File: config.mk
export PLATFORM = sky130hd
export DESIGN_NAME = truth_table_sweeper
export DESIGN_NICKNAME = d
export VERILOG_FILES = /design/src/rtl/truth_table_sweeper.sv
export SDC_FILE = /design/constraint.sdc
export NUM_CORES = 1
export LEC_CHECK = 0
export CAP_MARGIN = 0
export CORE_MARGIN = 10
export CORE_UTILIZATION = 25
export DETAILED_ROUTE_END_ITERATION = 6
export HOLD_SLACK_MARGIN = 0.12
export REMOVE_ABC_BUFFERS = 1
export SETUP_SLACK_MARGIN = 0.5
export SLEW_MARGIN = 20
export SYNTH_ARGS = -nofsm -noshare
export SYNTH_HDL_FRONTEND = slang
export SYNTH_SLANG_ARGS = --single-unit
export TNS_END_PERCENT = 10
File: constraint.sdc
create_clock -name clk -period 1.7 [get_ports clk]
set_clock_uncertainty 0.1 [all_clocks]
set_input_delay 0.255 -clock clk [delete_from_list [all_inputs] [get_ports clk]]
set_output_delay 0.255 -clock clk [all_outputs]
set_load 0.05 [all_outputs]
File: src/rtl/truth_table_sweeper.sv
// Exhaustive sweeper: walks every input vector through a candidate and a golden
// netlist and scores mismatches. Define SWEEP_HAMMING_EN to build bit-level (Hamming) scoring.
module truth_table_sweeper #(
    parameter int N_IN   = 2,
    parameter int N_OUT  = 1,
    parameter int SETTLE = 1
) (
    input  logic                             clk,
    input  logic                             rst,
    input  logic                             start,
    output logic [N_IN-1:0]                  vec_out,
    input  logic [N_OUT-1:0]                 dut_out,
    input  logic [N_OUT-1:0]                 gold_out,
    output logic                             busy,
    output logic                             done,
    output logic                             pass,
    output logic [N_IN:0]                    err_cnt,
    output logic [N_IN+$clog2(N_OUT+1)-1:0]  bit_err_cnt,
    output logic                             first_fail_vld,
    output logic [N_IN-1:0]                  first_fail_vec
);

    localparam int BW = N_IN + $clog2(N_OUT + 1);
    localparam logic [7:0] SETTLE_W = 8'(SETTLE);
    localparam logic [N_IN:0] ERR_ONE = (N_IN + 1)'(1);

    typedef enum logic [1:0] {IDLE, RUN, DONE} state_t;

    state_t     state;
    logic [7:0] wcnt;
    logic       mismatch;

    assign mismatch = (dut_out != gold_out);

`ifdef SWEEP_HAMMING_EN
    logic [N_OUT-1:0] diff;
    logic [BW-1:0]    diff_bits;

    assign diff = dut_out ^ gold_out;

    always_comb begin
        diff_bits = '0;
        for (int i = 0; i < N_OUT; i++)
            diff_bits = diff_bits + BW'(diff[i]);
    end
`else
    assign bit_err_cnt = '0;
`endif

    // Each vector is held for SETTLE wait cycles, then scored on the next edge.
    always_ff @(posedge clk or posedge rst) begin
        if (rst) begin
            state          <= IDLE;
            vec_out        <= '0;
            wcnt           <= '0;
            busy           <= 1'b0;
            done           <= 1'b0;
            pass           <= 1'b0;
            err_cnt        <= '0;
            first_fail_vld <= 1'b0;
            first_fail_vec <= '0;
`ifdef SWEEP_HAMMING_EN
            bit_err_cnt    <= '0;
`endif
        end else begin
            case (state)
                IDLE, DONE: begin
                    if (start) begin
                        state          <= RUN;
                        vec_out        <= '0;
                        wcnt           <= SETTLE_W;
                        busy           <= 1'b1;
                        done           <= 1'b0;
                        pass           <= 1'b0;
                        err_cnt        <= '0;
                        first_fail_vld <= 1'b0;
                        first_fail_vec <= '0;
`ifdef SWEEP_HAMMING_EN
                        bit_err_cnt    <= '0;
`endif
                    end
                end
                RUN: begin
                    if (wcnt != 8'd0) begin
                        wcnt <= wcnt - 8'd1;
                    end else begin
                        if (mismatch) begin
                            err_cnt <= err_cnt + ERR_ONE;
                            if (!first_fail_vld) begin
                                first_fail_vld <= 1'b1;
                                first_fail_vec <= vec_out;
                            end
                        end
`ifdef SWEEP_HAMMING_EN
                        bit_err_cnt <= bit_err_cnt + diff_bits;
`endif
                        // The last vector ends the sweep; vec_out is held, never wrapped.
                        if (&vec_out) begin
                            state <= DONE;
                            busy  <= 1'b0;
                            done  <= 1'b1;
                            pass  <= !mismatch && (err_cnt == '0);
                        end else begin
                            vec_out <= vec_out + 1'b1;
                            wcnt    <= SETTLE_W;
                        end
                    end
                end
                default: state <= IDLE;
            endcase
        end
    end

endmodule

======== After elaboration in Yosys (flattened, before gate mapping) ========
Index checks and enable logic that the tools add are counted.
operators by class
  add/sub/neg operators ................... 3
  equality and inequality tests ........... 10
  multiplexer cells ....................... 34
  reductions and logical operators ........ 14
operators by type and width
  cell                 number
  $mux 8               3
  $mux 2               9
  $pmux 8 s2           1
  $ne 2x2->1 const B   6
  $pmux 2 s2           3
  $reduce_and 4->1     3
  $mux 1               10
  $mux 3               3
  $pmux 1 s2           4
  $reduce_bool 8->1    1
  $sub 8x1->8 const B  1
  $pmux 3 s2           1
  $reduce_and 3->1     2
  $reduce_and 5->1     1
  $add 3x1->3 const B  1
  $logic_not 3->1      1
  $ne 3x3->1 const B   1
  $add 2x1->2 const B  1
  $eq 2x1->1 const B   1
  $eq 2x2->1 const B   1
  $logic_not 2->1      1
  $reduce_and 2->1     1
  $reduce_bool 2->1    1
  $reduce_or 2->1      1
  other kinds (3)      3
storage, ports and cells
  register bits ........................... 21
  input bits .............................. 5

======== Longest topological paths before layout ========
Gate-level depths: netlist (run 1).
  word-level depth ........................ 6
  mapped depth ............................ 6

======== Worst setup path before layout (run 1) ========
OpenSTA, ideal clock, no wires.
  path kind ............................... register to register
  from .................................... reg vec_out[0]
  to ...................................... reg wcnt[3]
  library setup time ...................... 0.140 ns
  data arrival time ....................... 1.544 ns
  required time ........................... 1.460 ns
  path slack .............................. -0.084 ns
  stages on the path, launching flop included .. 6
  path buffers ............................ 0
  period minus slack after synthesis ...... 1.784 ns
  cell sequence ........................... dfrtp_1 ha_1 nor2_1 nand2_1 o21ai_0 nor4b_1
between the ends
  word-level cells in the longest chain between the ends .. 3
RTL lines
  what                               RTL line  text
  start, declared                    11        output logic [N_IN-1:0] vec_out,
  start signal, assigned             104       vec_out <= vec_out + 1'b1;
  $reduce_and 2->1                   98        if (&vec_out) begin
  $ne 3x3->1 (no source line)        --
  $reduce_and 3->1 (no source line)  --
  end signal, assigned               85        wcnt <= wcnt - 8'd1;
  end, declared                      30        logic [7:0] wcnt;
No other way between the ends.
A chain may end at the register's enable or synchronous reset.

======== Final worst setup path (run 1) ========
  from .................................... reg wcnt[1]
  to ...................................... reg wcnt[7]
between the ends
  word-level cells in the longest chain between the ends .. 3
  elaborated cells between the ends (all ways) .. 6
  those cells by class .................... add/sub (1); eq/ne (1); mux (2); reduce/logical (2)
RTL lines
  what                                                     RTL line
  $sub 8x1->8 / $reduce_bool 8->1 (equally long branches)  85, 84
  $mux 8 / $ne 3x3->1 (equally long branches)              --
  $pmux 8 s2 / $reduce_and 3->1 (equally long branches)    --
Several ways; a longest one is shown, not always the timed one.

==> results_dict.tcl, run 1 <==
set metrics [dict create \
    worstSetupPathType "register to register" \
    synth_flop_cell "dfrtp_1" \
    wl_per_cell_um 14.3 \
    chipHeight_um 88.0 \
    yosysSeqAreaShare_pct 45.5 \
    ir_worst_vdd_uv 567 \
    layout-drive-gt1-share_pct 41.8 \
    first_global_vias 1198 \
    pwr-share-clk_pct 10.1 \
    cts_tree "yes" \
    drt_iter0_markers 60 \
    mostFrequentLayoutCell "buf_4" \
    root_buffer "clkbuf_8" \
    crit_family "simple AND/OR/NAND/NOR gates" \
    slowest_stage "or4_4" \
    mostFrequentLayoutCells "buf_4, dfrtp_1, nand2_1, buf_6, a21oi_1" \
    row_count 24 \
    core_sq_mm 0.00441 \
    critical-path-max-stage-delay_ns 0.53 \
    cap_violations 0 \
    grt_pass1_wl_um 5400 \
    synth.distinct_cells 40 \
    switching_share_pct 45.0 \
    worst-path-buf-inv 1 \
    period_needed_ns 1.74 \
    setup_viol_count_final 5 \
    viasPerCell 4.91 \
    path_cells "buf_6 -> or4_4 -> o211a_1 -> a221o_1" \
    critPathMaxFanout 3 \
    ios 19 \
    r2r_slack_ns -0.04 \
    setup_ws_ns -0.0438 \
    avgSynthCellArea_sq_um 9.70 \
    area_delta_synth_final_pct 56.0 \
    rsz0062_at_grt "true" \
    synth_edf_count 0 \
    place_congestion 0.802 \
    synth_area_sq_mm 0.00115 \
    fin_nets 181 \
    power_density_mw_per_mm2 1860 \
    clock_path_buffers 2 \
    ys_top_cells_by_area "dfrtp_1, ha_1, nand2_1, a21oi_1, buf_4" \
    antenna_found_initial 0 \
    cts.sinks 21 \
    async_flop_share_pct 100 \
    status "complete, but fails checks" \
    p_seq_share_pct 26.9 \
    worstPathRequired_ns 1.75 \
    grt.overflow.total 0 \
    drc_errors 0 \
    n_antenna_cell 0 \
    p_comb_share_pct 63.0 \
    multi_input_area_sq_um 691 \
    wirelength_um 3180 \
    timing.final.crit_share_pct 103 \
    synthCells 119 \
    timing.rr.start "wcnt[1]$_DFFE_PP0P_" \
    io_buffers 15 \
    ant_nets 0 \
    ys_ff_latch 21 \
    htreeDepth 1 \
    yosysTopAreaCell "dfrtp_1" \
    p_switching_uw 1510 \
    cts_buffers 3 \
    crit_path_end_kind "register" \
    grt_util_all_layers_pct 8.56 \
    dieArea_sq_mm 0.00774 \
    p_leak_uw 0.000854 \
    finalMaxSlewViolations 0 \
    power_uw 3350 \
    drt_pass1_iterations 4 \
    yosysTopAreaCellShare_pct 45.5 \
    hold_class "input port to asynchronous set/reset pin" \
    critPathArrivalTime_ns 1.80 \
    reg2reg_depth 4 \
    violations "negative setup slack" \
    rr_endpoint "wcnt[7]$_DFFE_PP0P_" \
    die_w_um 88.0 \
    clkSlewWorstSetupHoldPaths_ns 0.08 \
    fin_hold_ws_ns 0.228 \
    timing.fmax_ghz 0.573 \
    initial_utilization_pct 26.2 \
    finalHoldViolCount 0 \
    fill_cells 421 \
    cp-start-kind "register" \
    seqCellArea_sq_um 526 \
    intPower_uw 1840 \
    clock_latency_ns 0.27 \
    yosys_warnings 0 \
    dp_hpwl_um 2310 \
    grt_max_degree 17 \
    via_count 1090 \
]
[kinds of logic after synthesis]
| logic type | share of synthesized area [%] |
|---|---|
| compound gates | 16.3 |
| xor+xnor | 2.28 |
| fa+ha+maj | 5.42 |
| buf+inv | 5.20 |
| flops | 45.5 |
| mux | 0.867 |
| other cells | 0.325 |
| simple gates | 24.2 |
[metrics by stage]
step / instances / worst slack (ns) / instance area [sq um] / setup TNS [ns] / util [%]
floorplan: 116 / -0.0849 / 1130 / -0.233 / -
global placement: 213 / -0.0756 / 1550 / -0.357 / 35.2
detailed placement: 213 / -0.0934 / 1550 / -0.599 / 35.2
CTS: 221 / -0.0473 / 1730 / -0.0609 / 39.1
global route: 222 / -0.0776 / 1800 / -0.490 / 40.8
finish: 222 / -0.0438 / 1800 / -0.0672 / 40.8
[worst max path at each step]
stage,start,end,cells past startpoint
2_1_floorplan,vec_out[0]$_DFFE_PP0P_,wcnt[3]$_DFFE_PP0P_,5
6_report,wcnt[1]$_DFFE_PP0P_,wcnt[7]$_DFFE_PP0P_,4
5_1_grt,wcnt[1]$_DFFE_PP0P_,wcnt[7]$_DFFE_PP0P_,4
3_3_place_gp,wcnt[0]$_DFFE_PP0P_,first_fail_vec[1]$_DFFE_PP0P_,7
4_1_cts,wcnt[0]$_DFFE_PP0P_,wcnt[7]$_DFFE_PP0P_,4
3_5_place_dp,wcnt[0]$_DFFE_PP0P_,vec_out[0]$_DFFE_PP0P_,6
[registers in the layout, indices dropped and copies added, names as in the netlist]
signal and cells:
done 1, vec_out 2, wcnt 8, busy 1, state 2, err_cnt 3, first_fail_vld 1, first_fail_vec 2
pass 1
[power by group through the flow]
stage,Combinational (uW),Clock (uW),Sequential (uW)
after floorplan,691,0,1220
after global placement,1740,0,868
after detailed placement,1800,0,878
after CTS,2000,350,879
after global routing,2290,368,928
final,2110,338,903
[synth_stat cells, drive strengths merged, types with 3 or more instances]
master	count
and3	3
ha	5
nand3	3
nand2	16
a22o	3
inv	7
a21oi	10
dfrtp	21
nor2	4
buf	4
o21ai	6
nor3	4
[worst register-to-register path: stages, from the launching register on]
cell,delay [ns]
dfrtp_1,0.40
buf_6,0.13
or4_4,0.53
o211a_1,0.22
a221o_1,0.26
[cell type report]
class	count	share of cell area, %
clock buffer	4	2.50
inverter	7	1.46
multi-input combinational	88	38.3
sequential	21	29.2
tap	52	3.61
timing repair buffer	50	24.9
[what timing repair did]
action | in CTS | in global routing
hold buffers | 1 | 0
resized for setup | 23 | 19
buffers inserted | 3 | 1
pin swaps | 11 | 9
hold endpoints to repair | 5 | 0
endpoints found under the setup margin | 31 | 32
[per-layer routing]
metal	track usage, %	part of all wire (%)	vias up
met5	0	0	-
met1	9.89	45	535
met3	1.11	2.5	7
li1	-	-	530
met2	14.4	49	18
met4	5.65	3.4	0
No activity file was read; power rests on OpenSTA's default activity.
==> run 2: changes to the inputs <==
Settings changed: ABC_AREA set to 1, CORE_UTILIZATION 25 to 36, SETUP_SLACK_MARGIN 0.5 to unset.
==> results_dict.tcl, run 2 <==
set metrics [dict create \
    drt_iter0_markers 65 \
    synth_edf_count 0 \
    antenna_found_initial 0 \
    io_buffers 15 \
    die_w_um 78.1 \
    synth_commonest_cells "nand2_1, inv_1, dfrtp_1, nand4_1, o21ai_0" \
    async_flop_share_pct 100 \
    wirelength_um 2740 \
    drt_pass1_iterations 4 \
    fill_cells 348 \
    viasPerCell 4.90 \
    synthMuxAreaShare_pct 0 \
    first_global_vias 1094 \
    crit_top_cell "nand2_2" \
    path_cells "nor2_4 -> nand2_2 -> o21ai_4 -> nand2_2 -> nor2_1 -> o21ai_0" \
    post_cts_buffers 0 \
    fin_nets 184 \
    ant_nets 0 \
    clock_path_buffers 2 \
    timing.fmax_ghz 0.610 \
    yosys_warnings 0 \
    ir_worst_vdd_uv 342 \
    yosysTopAreaCellShare_pct 43.2 \
    critPathArrivalTime_ns 1.73 \
    top_regs "wcnt (8), err_cnt (3)" \
    dp_hpwl_um 2140 \
    ios 19 \
    yosys.area_share.simple_pct 30.2 \
    cap_violations 0 \
    core_sq_mm 0.00331 \
    synth_fa_ha_area_share_pct 5.14 \
    grt_max_degree 22 \
    finalMaxSlewViolations 0 \
    critPathMaxFanout 6 \
    worstPathRequired_ns 1.79 \
    layout-drive-gt1-share_pct 19.1 \
    p_leak_uw 0.000721 \
    avgSynthCellArea_sq_um 8.05 \
    hold_class "input port to asynchronous set/reset pin" \
    finalHoldViolCount 0 \
    critical-path-max-stage-delay_ns 0.45 \
    mostFrequentLayoutCell "nand2_1" \
    synth_area_sq_mm 0.00122 \
    n_antenna_cell 0 \
    synthCells 151 \
    row_count 21 \
    synth.most_common_cell "nand2_1" \
    ys_top_cells_by_area "dfrtp_1, nand2_1, inv_1, nand4_1, o21ai_0" \
    crit_path_end_kind "register" \
    worstSetupPathType "register to register" \
    drc_errors 0 \
    mostFrequentLayoutCells "nand2_1, inv_1, dfrtp_1, buf_4" \
    via_count 1074 \
    cts.sinks 21 \
    status "completed" \
    grt_util_all_layers_pct 9.24 \
    chipHeight_um 78.1 \
    setup_viol_count_final 0 \
    crit_family "simple AND/OR/NAND/NOR gates" \
    area_delta_synth_final_pct 18.7 \
    clock_latency_ns 0.30 \
    cts_hold_buf 0 \
    dieArea_sq_mm 0.00610 \
    utilization_pct 43.6 \
    grt_pass1_wl_um 4720 \
    yosysTopAreaCell "dfrtp_1" \
    instances_no_fill 219 \
    place_congestion 0.848 \
    ys_ff_latch 21 \
    seqCellArea_sq_um 526 \
    power_density_mw_per_mm2 546 \
    period_needed_ns 1.64 \
    synth_xor_xnor_area_share_pct 1.44 \
    htreeDepth 1 \
    root_buffer "clkbuf_4" \
    multi_input_area_sq_um 584 \
    regMostFlops "wcnt" \
    initial_utilization_pct 36.7 \
    setup_ws_ns 0.0610 \
    grt.overflow.total 0 \
    clkSlewWorstSetupHoldPaths_ns 0.12 \
    cp-start-kind "register" \
    yosysSeqAreaShare_pct 43.2 \
    worst-path-buf-inv 0 \
    largest_reg_flops 8 \
    synth_top_family_by_area "simple AND/OR/NAND/NOR gates" \
    power_uw 788 \
    post-place-ws_ns 0.0775 \
    cts_buffers 3 \
    rsz0062_at_grt "true" \
    timing.final.crit_share_pct 96.4 \
    slowest_stage "dfrtp_1" \
    synth_flop_cell "dfrtp_1" \
    wl_per_cell_um 12.5 \
    dp_cells 215 \
    cts_tree "yes" \
    tns_ns 0 \
    synth_compound_area_share_pct 9.47 \
    synth.distinct_cells 23 \
]
run 2: changes by cell type in the layout (fill, tap and decap cells not counted), moves of 5 or more:
cell / previous run / this run
nand2_1: 14 / 35
inv_1: 5 / 23
buf_4: 31 / 16
buf_6: 13 / 0
o21ai_0: 1 / 13
nand4_1: 2 / 13
a21oi_1: 7 / 1
nor2_2: 0 / 5
run 2: power by group:
group	internal, uW	switching (uW)
Clock	91.5	152
Sequential	499	0
Combinational	12.4	33.5
Total	603	185
run 2: worst paths after layout:
path | from | endpoint | slack, ns | depth (start not counted)
worst max-delay path | wcnt[2]$_DFFE_PP0P_ | vec_out[0]$_DFFE_PP0P_ | 0.06 | 6
worst max register to register | wcnt[2]$_DFFE_PP0P_ | vec_out[0]$_DFFE_PP0P_ | 0.06 | 6
min in group clk | first_fail_vec[1]$_DFFE_PP0P_ | first_fail_vec[1]$_DFFE_PP0P_ | 0.39 | 2
max in group asynchronous | rst | first_fail_vec[0]$_DFFE_PP0P_ | 1.11 | 3
worst min register to register | first_fail_vec[1]$_DFFE_PP0P_ | first_fail_vec[1]$_DFFE_PP0P_ | 0.39 | 2
worst min-delay path | rst | state[1]$_DFFE_PP0P_ | 0.17 | 3
run 2: cell families after synthesis:
family / Yosys count
and+or+nand+nor: 75
buffers and inverters: 28
DFF: 21
AOI/OAI and AO/OA: 19
adders and majority gates: 5
xor gates and xnor gates: 2
other: 1
run 2: per-layer routing:
metal | share of wire (%) | routed length, um | track usage [%]
met1 | 42 | 1160 | 10.5
met2 | 52 | 1420 | 16.3
met3 | 4.9 | 133 | 2.62
met4 | 0.69 | 19 | 2.87
met5 | 0 | 0 | 0
run 2: cell type report:
class	count	area share [%]
multi-input combinational	104	40.5
sequential	21	36.4
timing repair buffer	20	11.1
inverter	24	6.24
tap	46	3.99
clock buffer	4	1.82
run 2: worst reg2reg max path, delay by kind of cell (launching register included):
| family | cells | cell delay (ns) |
|---|---|---|
| and+or+nand+nor | 4 | 0.61 |
| DFF | 1 | 0.45 |
| AOI/OAI and AO/OA | 2 | 0.38 |
run 2: repair_timing:
item                                   CTS  global route
endpoints found under the hold margin    0             0
setup endpoints to repair                0            15
gates resized for setup                  0             2
run 2: metrics by stage:
step	cell area (sq um)	hold WS, ns
finish	1440	0.168
global route	1440	0.183
CTS	1430	0.184
detailed placement	1410	0.361
global placement	1410	0.358
floorplan	1190	0.132
